**src/rtl/gpio_apb_irq.sv**
```systemverilog
// APB GPIO controller: per-pin direction, atomic set/clear, synchronised inputs and
// per-pin edge interrupts with a single level irq output.
`timescale 1ns/1ps
module gpio_apb_irq #(
   parameter int unsigned NUM_PINS    = 16,
   parameter int unsigned SYNC_STAGES = 2
) (
   input  logic                clock,
   input  logic                reset,
   input  logic [31:0]         in_paddr,
   input  logic                in_psel,
   input  logic                in_penable,
   input  logic [2:0]          in_pprot,
   input  logic                in_pwrite,
   input  logic [31:0]         in_pwdata,
   input  logic [3:0]          in_pstrb,
   output logic                in_pready,
   output logic [31:0]         in_prdata,
   output logic                in_pslverr,
   input  logic [NUM_PINS-1:0] gpio_in,
   output logic [NUM_PINS-1:0] gpio_out,
   output logic [NUM_PINS-1:0] gpio_oe,
   output logic                irq
);

   localparam logic [2:0] AddrOut    = 3'd0;
   localparam logic [2:0] AddrIn     = 3'd1;
   localparam logic [2:0] AddrDir    = 3'd2;
   localparam logic [2:0] AddrIrqEn  = 3'd3;
   localparam logic [2:0] AddrRise   = 3'd4;
   localparam logic [2:0] AddrStat   = 3'd5;
   localparam logic [2:0] AddrOutSet = 3'd6;
   localparam logic [2:0] AddrOutClr = 3'd7;

   typedef enum logic {StIdle, StAccess} state_t;

   state_t              r_state;
   logic                r_pready;
   logic                r_pslverr;
   logic [31:0]         r_prdata;
   logic                r_irq;
   logic [NUM_PINS-1:0] r_out;
   logic [NUM_PINS-1:0] r_dir;
   logic [NUM_PINS-1:0] r_en;
   logic [NUM_PINS-1:0] r_rise;
   logic [NUM_PINS-1:0] r_stat;
   logic [NUM_PINS-1:0] r_prev;
   logic [NUM_PINS-1:0] r_sync [SYNC_STAGES];

   logic [2:0]          w_addr;
   logic                w_access;
   logic                w_wr;
   logic [31:0]         w_bmask;
   logic [31:0]         w_wmask;
   logic [NUM_PINS-1:0] w_bm;
   logic [NUM_PINS-1:0] w_wd;
   logic [NUM_PINS-1:0] w_sync;
   logic [NUM_PINS-1:0] w_edge;
   logic [NUM_PINS-1:0] w_w1c;
   logic [31:0]         w_rdata;
   logic                w_unused;

   assign w_addr   = in_paddr[4:2];
   assign w_access = (r_state == StAccess) && in_psel && in_penable;
   assign w_wr     = w_access && in_pwrite;
   assign w_bmask  = {{8{in_pstrb[3]}}, {8{in_pstrb[2]}}, {8{in_pstrb[1]}}, {8{in_pstrb[0]}}};
   assign w_wmask  = in_pwdata & w_bmask;
   assign w_bm     = w_bmask[NUM_PINS-1:0];
   assign w_wd     = w_wmask[NUM_PINS-1:0];
   assign w_sync   = r_sync[SYNC_STAGES-1];
   assign w_edge   = (w_sync & ~r_prev & r_rise) | (~w_sync & r_prev & ~r_rise);
   assign w_w1c    = (w_wr && (w_addr == AddrStat)) ? w_wd : '0;

   // Address bits above the register map, protection and out-of-range data are don't-care.
   assign w_unused = ^{in_pprot, in_paddr[31:5], in_paddr[1:0], w_wmask, w_bmask};

   assign in_pready  = r_pready;
   assign in_prdata  = r_prdata;
   assign in_pslverr = r_pslverr;
   assign gpio_out   = r_out;
   assign gpio_oe    = r_dir;
   assign irq        = r_irq;

   always_comb begin
      w_rdata = '0;
      case (w_addr)
         AddrOut:   w_rdata[NUM_PINS-1:0] = r_out;
         AddrIn:    w_rdata[NUM_PINS-1:0] = w_sync;
         AddrDir:   w_rdata[NUM_PINS-1:0] = r_dir;
         AddrIrqEn: w_rdata[NUM_PINS-1:0] = r_en;
         AddrRise:  w_rdata[NUM_PINS-1:0] = r_rise;
         AddrStat:  w_rdata[NUM_PINS-1:0] = r_stat;
         default:   w_rdata = '0;
      endcase
   end

   always_ff @(posedge clock) begin
      if (reset) begin
         r_state   <= StIdle;
         r_pready  <= 1'b0;
         r_pslverr <= 1'b0;
         r_prdata  <= '0;
      end else begin
         r_pready  <= 1'b0;
         r_pslverr <= 1'b0;
         r_prdata  <= '0;
         case (r_state)
            StIdle: begin
               if (in_psel && !in_penable) r_state <= StAccess;
            end
            StAccess: begin
               if (!in_psel) begin
                  r_state <= StIdle;
               end else if (in_penable) begin
                  r_state   <= StIdle;
                  r_pready  <= 1'b1;
                  r_pslverr <= in_pwrite && (w_addr == AddrIn);
                  r_prdata  <= in_pwrite ? 32'h0 : w_rdata;
               end
            end
            default: r_state <= StIdle;
         endcase
      end
   end

   always_ff @(posedge clock) begin
      if (reset) begin
         for (int i = 0; i < SYNC_STAGES; i++) r_sync[i] <= '0;
         r_prev <= '0;
      end else begin
         r_sync[0] <= gpio_in;
         for (int i = 1; i < SYNC_STAGES; i++) r_sync[i] <= r_sync[i-1];
         r_prev <= w_sync;
      end
   end

   always_ff @(posedge clock) begin
      if (reset) begin
         r_out  <= '0;
         r_dir  <= '0;
         r_en   <= '0;
         r_rise <= '0;
         r_stat <= '0;
         r_irq  <= 1'b0;
      end else begin
         r_irq  <= |(r_stat & r_en);
         // A fresh edge wins over a simultaneous W1C of the same bit.
         r_stat <= (r_stat & ~w_w1c) | w_edge;
         if (w_wr) begin
            case (w_addr)
               AddrOut:    r_out  <= (r_out & ~w_bm) | w_wd;
               AddrDir:    r_dir  <= (r_dir & ~w_bm) | w_wd;
               AddrIrqEn:  r_en   <= (r_en & ~w_bm) | w_wd;
               AddrRise:   r_rise <= (r_rise & ~w_bm) | w_wd;
               AddrOutSet: r_out  <= r_out | w_wd;
               AddrOutClr: r_out  <= r_out & ~w_wd;
               default:    ;
            endcase
         end
      end
   end

endmodule

```
**config.mk**
```make
export PLATFORM = sky130hd
export DESIGN_NAME = gpio_apb_irq
export DESIGN_NICKNAME = d
export VERILOG_FILES = /design/src/rtl/gpio_apb_irq.sv
export SDC_FILE = /design/constraint.sdc
export NUM_CORES = 1
export LEC_CHECK = 0
export CAP_MARGIN = 20
export CORE_MARGIN = 2
export CORE_UTILIZATION = 50
export CTS_CLUSTER_SIZE = 28
export DETAILED_ROUTE_END_ITERATION = 7
export GPL_TIMING_DRIVEN = 0
export HOLD_SLACK_MARGIN = 0.06
export PLACE_DENSITY = 0.79
export SLEW_MARGIN = 40
export SYNTH_ARGS = -nofsm -noshare
export SYNTH_HDL_FRONTEND = slang
export SYNTH_SLANG_ARGS = --single-unit
```
**constraint.sdc**
```tcl
create_clock -name clock -period 5 [get_ports clock]
set_input_delay 1.5 -clock clock [delete_from_list [all_inputs] [get_ports clock]]
set_output_delay 1.5 -clock clock [all_outputs]
set_load 0.02 [all_outputs]
```
==> impl_results.md <==
- Detailed placement HPWL: 13.2 mm
- HP Class: reg -> reg
- Crit path launch type: input pin
- Status: complete, no violations
- Avg Cell Area, Syn: 9.32 um^2
- Worst hold margin: 0.434 ns
- Synthesized area: 0.00612 mm^2
- Top cells by area, synth: dfxtp_1 (48%), mux2i_1 (6.5%), nor2b_1 (5.2%)
- IO Port Bufs: 92
- Post-Syn Instances: 657
- Placed Instances: 911
- Crit path capture type: flop
- Area post-placement: 0.00729 mm^2
- Layer with the highest usage: met2
- Worst Skew: 0.00559 ns
- Cts hold-fix bufs: 0
- Final net count: 875
- Max_slew headroom: 0.424
- Hold Crit Start: r_sync[0][3]$_SDFF_PP0_
- # resized after CTS: 0
- Remaining DRCs: 0
- Critical path class: in -> reg
- Maximum VDD drop: 0.000245 V
- Clk_lat worst skew: 0.43 ns
- Area of the core: 0.0120 mm^2
- DRC marker count from the first detailed-route iteration: 512
- Final min period: 3.60 ns
- Fin worst setup slack: 1.40 ns
- WL per Instance: 21.0 um
- Static Leakage: 3.20 nW
- CTS tree: yes
- Synth warn: 0
- CP required: 5.30 ns
- Critical Path AT: 3.90 ns
- First-pass GRT wire length: 29.4 mm
- Post-layout util: 0.662
- Global Route met2 Usage: 0.467
- Yosys top cell by area: dfxtp_1
- CTS max path bufs: 2
- Pwr Density: 349 mW/mm^2
- GR Util met1: 0.392
- Via density: 5.94
- Final ANT Viol Nets: 0
- Die Ht: 115 um
- Endpoints failing hold: 0
- Total track usage: 0.304
- Post-synth EDFFs: 0
- Endpoints failing setup: 0
- FP Rows: 40
- Register area share after synthesis: 0.484
- Final Max Tran Viols: 0
- Clock Pin Slew Worst Setup and Hold Paths: 0.06 ns
- Tcrit/Tclk final: 0.720
- Final Cell Area: 0.00792 mm^2
- H-tree Lvls: 4
- Ys flop type: dfxtp_1
- GR Overflow Total: 0
- Die area: 0.0131 mm^2
- Post-synthesis register bit count: 148
- Chip Width: 115 um
- Starting density of the core: 0.512
- Place WS: 1.11 ns
- CTS buffer count: 17
- Clk sink count: 148
- Routing usage on met3: 0.0709
- CTS Root Cell: clkbuf_16
- Number of antenna violations at the first check in global routing: 0
- Async SR Flop Fraction: 0
- Crit Path Max Fanout: 10
- Total number of vias: 5,587
- Pin count of the biggest net entering global routing: 17
- RSZ-0062 raised after global routing: false
- Max-cap violations: 0
- Worst-Margin Slew: 0.864 ns
- IO Pins: 159
- Post-synth top area share: 0.484
- R2R Path Start: r_state$_SDFF_PP0_
- Detailed Route WL: 19.8 mm
- Inserted Diodes: 0
- Share of post-route cells with drive strength above 1: 0.121
- Area grow syn2layout: 29.4%
- Non-Filler Instances: 941
- Pre-antenna DRT Iters: 6
- Setup TNS: 0 ns
- Vias in the first global route: 5,330
- FMAX: 278 MHz
- Final Wtd Congestion: 0.971
- Crit. Startpoint: in_paddr[4]
- Post-CTS Setup Bufs: 0
- Total Power: 2.77 mW
- Yosys cell types: 49
cell usage after synthesis (4+ instances only):
library cell / instances
a21oi_1: 61
a221oi_1: 4
a22oi_1: 13
a31oi_1: 4
a32o_1: 8
a32oi_1: 4
and3_1: 10
buf_2: 8
buf_4: 19
buf_6: 5
clkbuf_1: 16
dfxtp_1: 148
inv_1: 11
mux2_2: 20
mux2i_1: 40
nand2_1: 62
nand4_1: 4
nor2_1: 81
nor2b_1: 51
o211ai_1: 8
o21ai_0: 31
o22a_1: 4
placed cells by master (no fill, tap or decap), types with 10 or more instances in the layout:
cell type,netlist,layout
clkbuf_1,16,16
o21ai_0,31,31
inv_1,11,11
a22oi_1,13,13
and3_1,10,10
conb_1,1,16
clkdlybuf4s50_1,0,92
nand2_1,62,62
a21oi_1,61,61
nor2b_1,51,51
mux2_2,20,20
buf_4,19,19
mux2i_1,40,40
dfxtp_1,148,148
nor2_1,81,81
clkbuf_16,0,17
power breakdown:
group          total (mW)  leakage [nW]  switching [mW]  internal (mW)
logic               0.192          1.69           0.117         0.0758
clock network        1.36         0.311           0.483          0.879
registers            1.21          1.20          0.0134           1.20
total                2.77          3.20           0.613           2.16
worst max-delay path: stages:
cell and delay, ns:
clkdlybuf4s50_1 0.51, buf_2 0.22, buf_1 0.54, nand3_1 0.59, o211ai_1 0.38, o21ai_0 0.15
metal layers:
layer,vias to the layer above,routed length (um)
met5,-,0
met2,389,8880
met3,66,2040
li1,2515,-
met4,0,849
met1,2617,8020
final timing paths:
path	end	slack (ns)	depth (start not counted)
max	gpio_out[8]$_SDFFE_PP0P_	1.40	6
min	r_sync[0][19]$_SDFF_PP0_	0.43	1
max reg2reg	gpio_out[8]$_SDFFE_PP0P_	3.08	6
min reg2reg	r_sync[0][19]$_SDFF_PP0_	0.43	1
area by class of cell:
type                    count  area (um^2)
plain buffers              53          320
well taps                 147          184
clock inverters             9          151
fillers                   940         4040
inverters                  11         41.3
multi-input cells         460         2860
flip-flops and latches    148         2960
repair buffers             92          921
clock buffers              21          480
cells by family (layout without fill, tap and decap cells):
| family | after synthesis | count (layout) | share of synthesized area |
|---|---|---|---|
| and+or+nand+nor | 233 | 233 | 0.194 |
| AOI/OAI and AO/OA | 148 | 148 | 0.149 |
| DFF | 148 | 148 | 0.484 |
| buffers and inverters | 64 | 186 | 0.0591 |
| muxes | 63 | 63 | 0.113 |
| other | 1 | 16 | 0.000613 |
No activity file was read; power rests on OpenSTA's default activity.
